$ cat config.mk
export PLATFORM = sky130hd
export DESIGN_NAME = mesm6_memarb
export DESIGN_NICKNAME = d
export VERILOG_FILES = /design/src/rtl/mesm6_memarb.sv
export SDC_FILE = /design/constraint.sdc
export NUM_CORES = 1
export LEC_CHECK = 0
export BUFFER_PORTS_ARGS = -buffer_cell sky130_fd_sc_hd__buf_2
export CAP_MARGIN = 15
export CORE_AREA = 2 2 122 124
export CTS_BUF_LIST = sky130_fd_sc_hd__clkbuf_8
export CTS_CLUSTER_SIZE = 24
export DETAILED_ROUTE_END_ITERATION = 10
export DIE_AREA = 0 0 124 126
export GPL_TIMING_DRIVEN = 0
export SLEW_MARGIN = 0
export SYNTH_ARGS = -nofsm -noshare
export SYNTH_HDL_FRONTEND = slang
export SYNTH_SLANG_ARGS = --single-unit
$ cat constraint.sdc
create_clock -name clk -period 2.5 [get_ports clk]
set_input_delay 0.25 -clock clk [delete_from_list [all_inputs] [get_ports clk]]
set_output_delay 0.25 -clock clk [all_outputs]
set_load 0.01 [all_outputs]
$ cat src/rtl/mesm6_memarb.sv
// Arbiter between the instruction fetch bus and the data bus onto one shared memory port.
// Arbitration is round-robin or dbus-priority. Stalled accesses are aborted with a bus error.
module mesm6_memarb #(
  parameter int DBUS_PRIO = 0,
  parameter int TIMEOUT   = 64
) (
  input  logic        clk,
  input  logic        reset,
  input  logic        ibus_rd,
  input  logic [14:0] ibus_addr,
  output logic [47:0] ibus_input,
  output logic        ibus_done,
  input  logic        dbus_rd,
  input  logic        dbus_wr,
  input  logic [14:0] dbus_addr,
  input  logic [47:0] dbus_output,
  output logic [47:0] dbus_input,
  output logic        dbus_done,
  output logic        mem_rd,
  output logic        mem_wr,
  output logic [14:0] mem_addr,
  output logic [47:0] mem_wdata,
  input  logic [47:0] mem_rdata,
  input  logic        mem_done,
  output logic        bus_err,
  output logic [14:0] err_addr
);

  localparam logic       LP_PRIO       = (DBUS_PRIO != 0);
  localparam logic [7:0] LP_WAIT_LIMIT = 8'(TIMEOUT - 1);

  typedef enum logic [1:0] {S_IDLE, S_IBUS, S_DBUS} state_t;

  state_t      r_state;
  logic        r_mem_rd;
  logic        r_mem_wr;
  logic [14:0] r_mem_addr;
  logic [47:0] r_mem_wdata;
  logic [14:0] r_err_addr;
  logic [7:0]  r_wait;
  logic        r_last_dbus;

  logic w_ireq;
  logic w_dreq;
  logic w_granted;
  logic w_at_limit;
  logic w_finish;
  logic w_timeout;
  logic w_pick_dbus;

  assign w_ireq     = ibus_rd;
  assign w_dreq     = dbus_rd | dbus_wr;
  assign w_granted  = (r_state == S_IBUS) || (r_state == S_DBUS);
  assign w_at_limit = (r_wait == LP_WAIT_LIMIT);
  // A reset cycle abandons the access silently: no done, no error.
  assign w_finish   = w_granted & (mem_done | w_at_limit) & ~reset;
  assign w_timeout  = w_granted & ~mem_done & w_at_limit & ~reset;
  // On a tie, dbus wins under priority mode or when ibus held the last grant.
  assign w_pick_dbus = w_dreq & (~w_ireq | LP_PRIO | ~r_last_dbus);

  always_ff @(posedge clk) begin
    if (reset) begin
      r_state     <= S_IDLE;
      r_mem_rd    <= 1'b0;
      r_mem_wr    <= 1'b0;
      r_mem_addr  <= '0;
      r_mem_wdata <= '0;
      r_err_addr  <= '0;
      r_wait      <= '0;
      r_last_dbus <= 1'b0;
    end else begin
      case (r_state)
        S_IDLE: begin
          if (w_ireq | w_dreq) begin
            r_state     <= w_pick_dbus ? S_DBUS : S_IBUS;
            r_mem_addr  <= w_pick_dbus ? dbus_addr : ibus_addr;
            r_mem_wdata <= dbus_output;
            r_mem_wr    <= w_pick_dbus & dbus_wr;
            r_mem_rd    <= ~(w_pick_dbus & dbus_wr);
            r_wait      <= '0;
          end
        end
        S_IBUS, S_DBUS: begin
          if (w_finish) begin
            r_state     <= S_IDLE;
            r_mem_rd    <= 1'b0;
            r_mem_wr    <= 1'b0;
            r_last_dbus <= (r_state == S_DBUS);
            if (w_timeout) r_err_addr <= r_mem_addr;
          end else begin
            r_wait <= r_wait + 8'd1;
          end
        end
        default: begin
          r_state  <= S_IDLE;
          r_mem_rd <= 1'b0;
          r_mem_wr <= 1'b0;
        end
      endcase
    end
  end

  assign mem_rd    = r_mem_rd;
  assign mem_wr    = r_mem_wr;
  assign mem_addr  = r_mem_addr;
  assign mem_wdata = r_mem_wdata;
  assign err_addr  = r_err_addr;
  assign bus_err   = w_timeout;

  assign ibus_done  = w_finish & (r_state == S_IBUS);
  assign dbus_done  = w_finish & (r_state == S_DBUS);
  // Read data is only forwarded on a real completion; a timeout returns zero.
  assign ibus_input = (ibus_done & mem_done) ? mem_rdata : '0;
  assign dbus_input = (dbus_done & mem_done) ? mem_rdata : '0;

endmodule
; ---- Word level (Yosys, flattened, before mapping)
; Cells that the tools add are included.
[word_totals]
ff_bits = 91
latchBits = 0
ramBits = 0
romBits = 0
inputBits = 132
memories = 0
[op_classes]
addsub = 1
mul = 0
n_div = 0
order_cmp = 0
eq_ne = 6
shifts = 0
muxes = 15
bitwise_logic = 20
reduce_logical = 9
[op_table]
columns = op, n
row1 = $mux 48, 2
row2 = $mux 8, 2
row3 = $pmux 8 s2, 1
row4 = $mux 15, 1
row5 = $and 1x1->1, 11
row6 = $add 8x1->8 const B, 1
row7 = $eq 8x6->1 const B, 1
row8 = $mux 2, 3
row9 = $ne 2x2->1 const B, 3
row10 = $reduce_and 2->1, 3
row11 = $reduce_and 3->1, 2
row12 = $not 1->1, 5
row13 = $or 1x1->1, 4
row14 = $pmux 1 s2, 2
row15 = $pmux 2 s2, 1
row16 = $mux 1, 3
row17 = $eq 2x1->1 const B, 1
row18 = $eq 2x2->1 const B, 1
row19 = $logic_not 2->1, 1
row20 = $reduce_bool 2->1, 1
row21 = $reduce_or 2->1, 1
row22 = $logic_or 1x1->1, 1

; ---- Logic depth before layout (Yosys ltp)
[depth]
ltp_word = 7
mapped_depth = 7

; ---- Least setup slack after synthesis
; OpenSTA, ideal clock, no wires.
[synth_path]
path_type = reg-to-output
from = register r_state[0]
to = output dbus_input[27]
t_arrival_ps = 1640
t_required_ps = 2250
path_slack_ps = 610
path_stages_with_launch = 8
path_cell_list = dfxtp_1 inv_1 ha_1 buf_2 and3_1 clkbuf_1 clkbuf_1 and2_1
[synth_via]
elab_chain_len = 7
elab_cells_between_ends = 8
classes_between = eq/ne: 2 / mux: 1 / bitwise: 4 / reduce/logical: 1
[synth_rtl]
columns = element, line_no
row1 = from (decl), 34  ; state_t r_state;
row2 = from (signal assigned), 75  ; r_state <= w_pick_dbus ? S_DBUS : S_IBUS;
row3 = $eq 2x1->1 / $eq 2x2->1 (equally long branches), "53, 111"
row4 = $logic_or 1x1->1, 53  ; assign w_granted = (r_state == S_IBUS) || (r_state == S_DBUS);
row5 = $and 1x1->1 (2 in series), 56  ; assign w_finish = w_granted & (mem_done | w_at_limit) & ~reset;
row6 = $and 1x1->1 (*), 111  ; assign dbus_done = w_finish & (r_state == S_DBUS);
row7 = $and 1x1->1 (*), 114  ; assign dbus_input = (dbus_done & mem_done) ? mem_rdata : '0;
row8 = $mux 48 (*), 114
row9 = to (decl), 17  ; output logic [47:0] dbus_input,
; Every way passes the cells marked *; elsewhere a longest branch is shown, timed or not.

; ---- Worst setup path in the final report
[layout_path]
from = register r_state[0]
to = output dbus_input[46]
; Same word-level chain as after synthesis.

==> results.cfg <==
[layout]
syn2layout_area_growth_pct = 47.0
layout-drive-gt1-share = 0.413
nNetsFinal = 1001
multi_input_area_sq_mm = 0.00234
seq_area_sq_mm = 0.00182
fillers = 1485
final_area_sq_mm = 0.00642

[power]
power_frac_comb = 0.255
pwr-share-clk = 0.294
power_switching_mw = 1.25
cellLeakagePower_nw = 3.38
ir_drop_v = 0.000481
p_per_area_mw_per_mm2 = 578
p_sw_frac = 0.336
p_seq_frac = 0.451
p_int_mw = 2.46

[worst_setup_path]
path_buf_inv = 5
r2r-start = r_state[0]
crit_start = r_state[0]
cp_common_cell = clkbuf_4
ff2ff_path_depth = 7
endpoint = dbus_input[46]
slowest_stage = dfxtp_2
end_kind = output port
r2r_end = mem_addr[11]
crit_type = register to output port
critPathMaxStageDelay_ns = 0.35
critPathMaxFanout = 10
worstPathCellList = inv_1 -> ha_1 -> buf_6 -> and3_4 -> clkbuf_4 -> clkbuf_4 -> and2_1 -> buf_2
worstPathArrival_ns = 2.10
cp.depth = 8
cp.required_ns = 2.25
cpLargestDelayFamily = buffers and inverters
rrSetupSlack_ns = 0.41
worstSetupStartpointType = register

[drt]
wl_met2_mm = 7.43
vias_per_cell = 4.52
firstDrtPassIters = 4
finalWirelength_mm = 15.5
drc = 0
wire_per_inst_um = 14.6
drt_iter0_markers = 148
wl_met3_mm = 1.21
routed.top_layer = met4
vias = 4796
wl_met1_mm = 6.19
antenna_left = 0

[clock_network]
cts_tree = yes
htreeDepth = 3
cts_buffers = 9
cts_sinks = 91
postCtsSetupRepairBufs = 0
cts_root_buffer = clkbuf_8
cts.clk_slew.worst_paths_ns = 0.10
clock_latency_ns = 0.39
holdBufCountCts = 0
ctsLongestPathBuffers = 2

[worst_hold_path]
min_path_type = primary input to register
min_from = dbus_output[14]
hold_path_depth = 3

[synthesis]
yosysUniqueCellTypes = 40
synth-edff-count = 0
synthXorXnorAreaFrac = 0
synth-adder-area-share = 0.0115
synth.most_common_cell = nand2_1
syn_inst = 546
synth_area_per_cell_sq_um = 8.00
synth_top_family_by_area = simple AND/OR/NAND/NOR gates
synth_ff_type = dfxtp_1
synth_top_area_cell = dfxtp_1
synth_compound_area_frac = 0.159
ys_seq_area_frac = 0.417
synth-simple-area-share = 0.325
yosys-top-cells-area = dfxtp_1 (42%), and2_1 (14%), nand2_1 (10%)
ys_seq_elements = 91
syn_area_sq_mm = 0.00437
async_flop_share = 0
netlist_top_cells_count = nand2_1 (117), and2_1 (97), dfxtp_1 (91), a21oi_1 (56), clkbuf_1 (29)
yosysTopAreaCellShare = 0.417
synth_nets = 682
synthMuxAreaShare = 0.0344
ys_warn_count = 0

[timing]
setup_viol = 0
clock_skew_ns = 0.0151
finalHoldViolCount = 0
fmax_mhz = 426
finalMaxSlewViolations = 0
slew_headroom = 0.501
finalSetupTns_ns = 0
post-route-period-util = 0.939
hold_ws_ns = 0.0890
fin_crit_ns = 2.35
worst_slew_pin_slew_ns = 0.738
rsz0062_at_grt = no

[placed_design]
postPlaceCellArea_sq_mm = 0.00614
post-dp-hpwl_mm = 12.5
io_buffers = 308
place_congestion = 0.794

[floorplanning]
core_area_sq_mm = 0.0143
die-area_sq_mm = 0.0156
io_pins = 311
fp.dieW_um = 124
initial_core_util = 0.305
die_y_um = 126
num_rows = 44

[grt]
grt_max_degree = 19
antenna_found_initial = 6
gr-total-overflow = 0
gr-usage-all-layers = 0.191
grt_pass1_wl_mm = 22.9
grt_pass1_vias = 4397

[run]
maxCapViolations = 0

[status]
status = finished, final reports clean
## power by group through the flow
| stage | Sequential [mW] | Combinational [mW] | Clock [mW] |
|---|---|---|---|
| finish | 1.67 | 0.948 | 1.09 |
| global route | 1.69 | 1.05 | 1.17 |
| CTS | 1.67 | 0.959 | 1.12 |
| detailed placement | 1.70 | 0.952 | 0 |
| global placement | 1.70 | 0.946 | 0 |
| floorplan | 1.76 | 0.467 | 0 |
## area by class of cell
cell class,instances,share of cell area
Buffer,43,0.0359
Inverter,7,0.00410
Sequential cell,91,0.284
Multi-Input combinational cell,405,0.364
Tap cell,184,0.0359
Clock buffer,9,0.0193
Clock inverter,7,0.0137
Antenna cell,6,0.00234
Timing Repair Buffer,308,0.240
## how the worst min path moves through the flow
stage	endpoint	slack [ns]
2_1_floorplan	mem_wdata[0]	0.39
3_3_place_gp	mem_wdata[23]	0.44
3_5_place_dp	mem_wdata[33]	0.44
4_1_cts	mem_wdata[14]	0.07
5_1_grt	mem_wdata[17]	0.08
6_report	mem_wdata[14]	0.09
## placed cells by master (no fill, tap or decap), types with 2 or more instances in the layout
cell type / instances
a211oi_1: 17
a21oi_1: 56
a311oi_1: 2
a31oi_1: 3
and2_1: 97
and3_4: 2
buf_2: 315
buf_4: 3
buf_6: 4
clkbuf_1: 23
clkbuf_2: 2
clkbuf_4: 3
clkbuf_8: 9
dfxtp_1: 89
dfxtp_2: 2
diode_2: 6
ha_1: 4
inv_1: 7
inv_6: 3
inv_8: 2
mux2i_1: 15
nand2_1: 117
nand2b_1: 16
nand3_1: 6
nand4b_1: 3
nor2_1: 17
nor3_1: 2
o21ai_0: 23
o31ai_1: 2
or3_1: 4
## metal layers
layer / vias up / global-route usage
met5: - / 0
met4: 0 / 0.102
met3: 32 / 0.0607
met2: 179 / 0.318
met1: 2131 / 0.215
li1: 2454 / -
## what timing repair did
action,in CTS,in global routing
cloned,0,0
setup endpoints to repair,51,47
resized for setup,10,15
## through the flow
stage	setup WS (ns)	std cells	utilization	power, mW
5_1_grt	0.0216	1060	0.448	3.92
2_1_floorplan	0.610	546	-	2.23
3_3_place_gp	0.0523	1038	0.429	2.65
4_1_cts	0.00199	1054	0.445	3.75
6_report	0.153	1060	0.448	3.71
3_5_place_dp	0.104	1038	0.429	2.66
## sequential cells by signal (all words and copies together), names as in the netlist
name	flops
err_addr	15
mem_wdata	48
mem_wr	1
mem_rd	1
r_last_dbus	1
r_state	2
r_wait	8
mem_addr	15
## tightest hold or removal path, cell delays in order
cell,delay (ns)
buf_2,0.09
nand2_1,0.04
a21oi_1,0.05
## logic make-up after synthesis
logic type	count (synthesis)
flops	91
buf+inv	50
mux	15
compound gates	113
fa+ha+maj	4
simple gates	273
(Power assumes the default switching activity.)
